<file path="src/rtl/cdb_arbiter.sv">
// Two-slot common data bus arbiter: round-robin picks up to two ready results
// per cycle and broadcasts them from registered CDB slots one cycle later.

module cdb_slot #(
  parameter int W = 1
) (
  input  logic         clk,
  input  logic         reset,
  input  logic         vld_d,
  input  logic [W-1:0] pkt_d,
  output logic         vld_q,
  output logic [W-1:0] pkt_q
);
  // Invalid slots broadcast zeros so register-match consumers never see stale tags.
  always_ff @(posedge clk) begin
    if (reset) begin
      vld_q <= 1'b0;
      pkt_q <= '0;
    end else begin
      vld_q <= vld_d;
      pkt_q <= vld_d ? pkt_d : '0;
    end
  end
endmodule

module cdb_arbiter #(
  parameter int NUM_REQ = 4,
  parameter int XLEN    = 32,
  parameter int ARN_W   = 5,
  parameter int RRN_W   = 6
) (
  input  logic                            clk,
  input  logic                            reset,
  input  logic                            flush,
  input  logic [NUM_REQ-1:0]              req_valid,
  input  logic [NUM_REQ-1:0][ARN_W-1:0]   req_arn,
  input  logic [NUM_REQ-1:0][RRN_W-1:0]   req_rrn,
  input  logic [NUM_REQ-1:0][XLEN-1:0]    req_result,
  output logic [NUM_REQ-1:0]              req_ready,
  output logic [1:0]                      cdb_valid,
  output logic [1:0][ARN_W-1:0]           cdb_arn,
  output logic [1:0][RRN_W-1:0]           cdb_rrn,
  output logic [1:0][XLEN-1:0]            cdb_result
);
  localparam int PTR_W = (NUM_REQ > 1) ? $clog2(NUM_REQ) : 1;

  typedef struct packed {
    logic [ARN_W-1:0] arn;
    logic [RRN_W-1:0] rrn;
    logic [XLEN-1:0]  result;
  } cdb_pkt_t;

  localparam int PKT_W = $bits(cdb_pkt_t);

  logic [PTR_W-1:0] ptr, ptr_nxt, scan_idx, g0, g1;
  logic             g0_hit, g1_hit, gate;
  logic [1:0]       slot_vld;
  cdb_pkt_t [1:0]   slot_d, slot_q;

  // Cyclic scan from ptr: first valid requester -> slot 0, second -> slot 1.
  always_comb begin
    g0       = '0;
    g1       = '0;
    g0_hit   = 1'b0;
    g1_hit   = 1'b0;
    scan_idx = '0;
    for (int k = 0; k < NUM_REQ; k++) begin
      scan_idx = PTR_W'((int'(ptr) + k) % NUM_REQ);
      if (req_valid[scan_idx]) begin
        if (!g0_hit) begin
          g0_hit = 1'b1;
          g0     = scan_idx;
        end else if (!g1_hit) begin
          g1_hit = 1'b1;
          g1     = scan_idx;
        end
      end
    end
  end

  assign gate = !reset && !flush;

  always_comb begin
    req_ready = '0;
    slot_vld  = '0;
    slot_d    = '0;
    ptr_nxt   = ptr;
    if (gate && g0_hit) begin
      req_ready[g0]    = 1'b1;
      slot_vld[0]      = 1'b1;
      slot_d[0].arn    = req_arn[g0];
      slot_d[0].rrn    = req_rrn[g0];
      slot_d[0].result = req_result[g0];
      if (g1_hit) begin
        req_ready[g1]    = 1'b1;
        slot_vld[1]      = 1'b1;
        slot_d[1].arn    = req_arn[g1];
        slot_d[1].rrn    = req_rrn[g1];
        slot_d[1].result = req_result[g1];
      end
      ptr_nxt = PTR_W'(((g1_hit ? int'(g1) : int'(g0)) + 1) % NUM_REQ);
    end
  end

  always_ff @(posedge clk) begin
    if (reset) ptr <= '0;
    else       ptr <= ptr_nxt;
  end

  for (genvar s = 0; s < 2; s++) begin : g_slot
    cdb_slot #(.W(PKT_W)) u_slot (
      .clk   (clk),
      .reset (reset),
      .vld_d (slot_vld[s]),
      .pkt_d (slot_d[s]),
      .vld_q (cdb_valid[s]),
      .pkt_q (slot_q[s])
    );
    assign cdb_arn[s]    = slot_q[s].arn;
    assign cdb_rrn[s]    = slot_q[s].rrn;
    assign cdb_result[s] = slot_q[s].result;
  end
endmodule

</file>
<file path="config.mk">
export PLATFORM = sky130hd
export DESIGN_NAME = cdb_arbiter
export DESIGN_NICKNAME = d
export VERILOG_FILES = /design/src/rtl/cdb_arbiter.sv
export SDC_FILE = /design/constraint.sdc
export NUM_CORES = 1
export LEC_CHECK = 0
export BUFFER_PORTS_ARGS = -buffer_cell sky130_fd_sc_hd__buf_2
export CORE_AREA = 2 2 120 133
export DETAILED_ROUTE_END_ITERATION = 12
export DIE_AREA = 0 0 122 135
export PLACE_DENSITY = 0.65
export SLEW_MARGIN = 20
export SYNTH_ARGS = -nofsm -noshare
export SYNTH_HDL_FRONTEND = slang
export SYNTH_SLANG_ARGS = --single-unit
</file>
<file path="constraint.sdc">
create_clock -name clk -period 7.5 [get_ports clk]
set_input_delay 0 -clock clk [delete_from_list [all_inputs] [get_ports clk]]
set_output_delay 0 -clock clk [all_outputs]
set_load 0.01 [all_outputs]
</file>
# Word-level counts from Yosys, hierarchy flattened
# Index checks and enable logic that the tools add are counted.
dict set report totals {
  regBits 90
  input_bits 179
  word_cells 84
}
dict set report classes {
  n_addsub 4
  order_cmp 8
  muxes 54
  bitwise_logic 5
  reduce_logical 8
}
# operator n
set op_table {}
lappend op_table {{$bmux W32 S2} 2}
lappend op_table {{$mux W32} 2}
lappend op_table {{$mux W2} 17}
lappend op_table {{$bmux W6 S2} 2}
lappend op_table {{$bmux W5 S2} 2}
lappend op_table {{$lt A2 B3 Y1 const B} 6}
lappend op_table {{$mux W1} 17}
lappend op_table {{$mux W6} 2}
lappend op_table {{$mux W5} 2}
lappend op_table {{$bmux W1 S2} 4}
lappend op_table {{$mux W4} 2}
lappend op_table {{$add A2 B1 Y2 const B} 2}
lappend op_table {{$add A2 B2 Y2 const B} 2}
lappend op_table {{$demux W1 S2} 2}
lappend op_table {{$ge A2 B1 Y1 const B} 2}
lappend op_table {{$logic_and A1 B1 Y1} 4}
lappend op_table {{$not A1 Y1} 4}
lappend op_table {{$or A4 B4 Y4} 1}
lappend op_table {{$reduce_or A4 Y1} 1}
lappend op_table {{$reduce_or A3 Y1} 1}
lappend op_table {{$logic_not A1 Y1} 2}

# Logic depth before layout (Yosys ltp)
dict set report depth {
  word_depth 18
  mapped_depth 15
  ltp_nobuf 10
}

# Modules after synthesis
# Synthesis repeated with hierarchy kept, for this count alone.
dict set report unflattened {
  cells_unflattened 752
  hier_area_um2 6498.7
}
# mod n_inst cells_per_inst area_each_um2 seq_area_each_um2
set by_module_without_submodules {}
lappend by_module_without_submodules {cdb_arbiter 1 560 3863.7 40.0}
lappend by_module_without_submodules {cdb_slot 2 96 1317.5 880.8}

# Least setup slack after synthesis
# OpenSTA, ideal clock, no wires.
dict set report synth_timing {
  kind {register to register}
  from {reg ptr[1]}
  to {reg g_slot[0].u_slot.pkt_q[10]}
  arrival_time_ns 2.836
  required_ns 7.409
  path_slack_ns 4.573
  path_stages_with_launch 15
  path_buffers 6
  path_cell_list {dfxtp_1 buf_2 buf_6 buf_2 buf_1 a211oi_1 a21oi_1 ha_1 mux2_2 a21oi_1 a211o_1 buf_2 buf_2 a221oi_1 a311oi_1}
}
dict set report synth_between {
  elab_chain_len 11
  word_cells_on_any_way 29
}
# element line_no
set synth_rtl {}
lappend synth_rtl {{start: declaration} 55} ;# logic [PTR_W-1:0] ptr, ptr_nxt, scan_idx, g0, g1;
lappend synth_rtl {{start signal: assignment} 107} ;# else ptr <= ptr_nxt;
lappend synth_rtl {{branches (longest 11 deep; another with $add A2 B1 Y2)} n/a}
lappend synth_rtl {{end signal: assignment} 21} ;# pkt_q <= vld_d ? pkt_d : '0;
lappend synth_rtl {{end: declaration} 12} ;# output logic [W-1:0] pkt_q
# Several ways; the timed one is not identified. The select of a mux whose other input is x is not followed.
# A chain may end at the register's enable or synchronous reset.

# Final worst setup path
dict set report layout_timing {
  from {reg ptr[1]}
  to {reg g_slot[0].u_slot.pkt_q[21]}
}
# The elaborated chain is that of the path after synthesis.

==> out/metrics.cfg <==
[status]
status = complete, no violations

[clock_tree]
clk_latency_ps = 340
clock-root-buffer = sky130_fd_sc_hd__clkbuf_16
cts_inserted_buffers = 9
clockBufferDepth = 2
htree_levels = 3
cts.reportedPaths.clkPinSlew_ps = 70
post_cts_resize_count = 0
clock_sinks = 90
cts_tree = yes

[timing]
setup_viol_count_final = 0
min_period_ps = 4670
achievable-frequency_ghz = 0.2141
slew-limit-headroom_pct = 32.57
worst_clock_skew_ps = 5.215
slew_worst_pin_ps = 1011
rsz0062_at_grt = false
totalNegativeSetupSlack_ps = 0
hold_violations = 0
timing.final.max_slew_violations = 0
finalHoldWorstSlack_ps = 73.09
layout_worst_path_cycle_share_pct = 62.27

[final_layout]
layout-drive-gt1-share_pct = 30.49
design.final.nets = 1256
n_fill_cell = 1387
area_delta_synth_final_pct = 48.19

[pwr]
p_leak_uw = 0.003963
power_per_cell_area_nw_per_um2 = 296.5
ir_worst_vdd_uv = 175.6
design_power_total_uw = 2612

[die]
starting_density_of_the_core_pct = 39.65
die_height_microns = 135
floorplan.die_area_sq_um = 16470
floorplan.io_pins = 271
std_cell_rows = 47
die_width_microns = 122
core_region_area_sq_um = 15000

[synthesis]
ys.flop_type = sky130_fd_sc_hd__dfxtp_1
synth_compound_gate_area_share_pct = 35.33
synth_cells = 745
synth-seq-cells = 90
synth_xor_xnor_area_share_pct = 0.1473
mappedNetlistNets = 926
dominant_combinational_cell_family_by_area_after_synthesis = compound AO/OA/AOI/OAI gates
synth_simple_gate_area_share_pct = 24.85
yosys_warnings = 0
synth-seq-area-share_pct = 30.30
cell_type_with_the_largest_total_area_after_synthesis = sky130_fd_sc_hd__dfxtp_1
synthesis.area_per_instance_sq_um = 7.981
synth.lib_cells_used.distinct = 62
synth_mux_area_share_pct = 1.073
synth.top_cells.by_area = sky130_fd_sc_hd__dfxtp_1 30%, sky130_fd_sc_hd__nand2_1 11%, sky130_fd_sc_hd__a311oi_1 9.9%
synthArstFlopShare_pct = 0
synth_top_cell_area_share_pct = 30.30
synth_enable_flop_cells = 0
synthAdderAreaFrac_pct = 0.7576
synth.cell_area_sq_um = 5946

[worst_setup_path]
path_max_fanout = 48
worst_setup_path_start_kind = flop
critical_path_class = reg -> reg
worst-endpoint-required_ps = 7720
worstSetupEndpointType = flop
timing.critical_path.arrival_ps = 4890

[placed_design]
gp_congestion = 0.8391
post-dp-hpwl_mm = 14.14
count_of_buffers_inserted_at_the_top_level_ports = 270

[drt]
detail_route.iter0.violations = 500
wl_per_cell_microns = 17.64
drt_drc_violations_left = 0
drt_first_pass_iters = 5
drtAntennaViolNets = 0
finalWirelength_mm = 22.51
vias_per_cell = 5.723
num_vias = 7303

[grt]
largest_net_degree_at_the_start_of_global_routing = 90
first_global_vias = 6836
global_route.overflow_total = 0
globalRouteTotalUtil_pct = 26.46
first_pass_grt_wire_length_mm = 34.84
antenna_found_initial = 3

[job]
maxCapViolations = 0

[worst_hold_path]
hold_class = in -> reg

-- logic make-up after synthesis --
group / after synthesis
xor+xnor: 1
mux: 5
compound gates: 240
simple gates: 306
fa+ha+maj: 4
flops: 90
buf+inv: 99
-- routing by layer --
layer  vias up  GRT usage (%)  part of all wire, %
li1       3455              -                    -
met1      3426          31.86                   40
met3        50          5.279                  7.8
met4         2          10.34                  2.7
met5         -              0                0.058
met2       370          46.03                   50
-- cells in the final DEF, fill, tap and decap left out, drive strengths merged, types with 7 or more instances in the layout --
| cell | instances |
|---|---|
| buf | 279 |
| inv | 9 |
| a211oi | 46 |
| nand2 | 179 |
| clkbuf | 10 |
| nand2b | 8 |
| a21oi | 10 |
| a311oi | 88 |
| o21ai | 9 |
| dlygate4sd3 | 130 |
| a221oi | 44 |
| dfxtp | 90 |
| and2 | 88 |
| nor2 | 7 |
-- final cells by class --
type                            instances  area [sq um]  share of cell area, %
Timing Repair Buffer                  409          2733                  31.01
Clock inverter                          5         41.29                 0.4686
Antenna cell                            1         2.502                0.02840
Sequential cell                        90          1802                  20.45
Inverter                                9         33.78                 0.3834
Clock buffer                           10         239.0                  2.712
Tap cell                              196         245.2                  2.783
Multi-Input combinational cell        556          3715                  42.16
-- cells in the mapped netlist (4+ instances only) --
library cell	number
sky130_fd_sc_hd__dfxtp_1	90
sky130_fd_sc_hd__a21oi_1	10
sky130_fd_sc_hd__a21boi_0	4
sky130_fd_sc_hd__a311oi_2	20
sky130_fd_sc_hd__nand2_1	179
sky130_fd_sc_hd__and2_1	88
sky130_fd_sc_hd__buf_2	40
sky130_fd_sc_hd__inv_1	7
sky130_fd_sc_hd__o21ai_0	7
sky130_fd_sc_hd__a221oi_1	44
sky130_fd_sc_hd__buf_1	5
sky130_fd_sc_hd__nand2b_1	8
sky130_fd_sc_hd__clkbuf_1	39
sky130_fd_sc_hd__nor2_1	7
sky130_fd_sc_hd__a211oi_1	45
sky130_fd_sc_hd__a311oi_1	67
sky130_fd_sc_hd__buf_4	5
sky130_fd_sc_hd__o211ai_1	4
-- power by group --
| part | switching, uW | internal [uW] | total (uW) |
|---|---|---|---|
| clock network | 203 | 234 | 437 |
| registers | 30.5 | 576 | 607 |
| logic | 967 | 602 | 1570 |
| total | 1200 | 1410 | 2610 |
-- registers in the layout, indices dropped and copies added, names as in the netlist --
name / cells
g_slot.u_slot.pkt_q: 86
g_slot.u_slot.vld_q: 2
ptr: 2
-- through the flow --
step | worst slack (ps) | instances | cell area, sq um | utilization (%)
floorplan | 4573 | 745 | 5946 | -
CTS | 2958 | 1275 | 8808 | 58.74
global route | 2516 | 1275 | 8808 | 58.74
global placement | 3606 | 1130 | 7227 | 48.19
detailed placement | 3483 | 1130 | 7227 | 48.19
finish | 2830 | 1276 | 8811 | 58.76
-- critical path: stages (launching register included) --
cell and delay, ps:
sky130_fd_sc_hd__dfxtp_1 420, sky130_fd_sc_hd__buf_4 340, sky130_fd_sc_hd__a211oi_1 130, sky130_fd_sc_hd__a21oi_1 190
sky130_fd_sc_hd__ha_1 270, sky130_fd_sc_hd__mux2_2 260, sky130_fd_sc_hd__a21oi_1 230, sky130_fd_sc_hd__a211o_2 850
sky130_fd_sc_hd__and2_2 980, sky130_fd_sc_hd__a311oi_1 210, sky130_fd_sc_hd__dlygate4sd3_1 650
-- worst paths after layout --
path                                       from                    endpoint  slack (ps)  cells after the start
worst min register to register           ptr[0]                      ptr[0]         880                      3
worst max-delay path                     ptr[1]  g_slot[0].u_slot.pkt_q[21]        2830                     10
worst max register to register           ptr[1]  g_slot[0].u_slot.pkt_q[21]        2830                     10
worst min-delay path            req_result[115]  g_slot[1].u_slot.pkt_q[19]          70                      3
-- timing repair --
item / 4_1_cts / 5_1_grt
setup buffers: 0 / 0
endpoints found under the hold margin: 87 / 0
hold buffers: 130 / 0
Power figures use the tool's default switching activity.
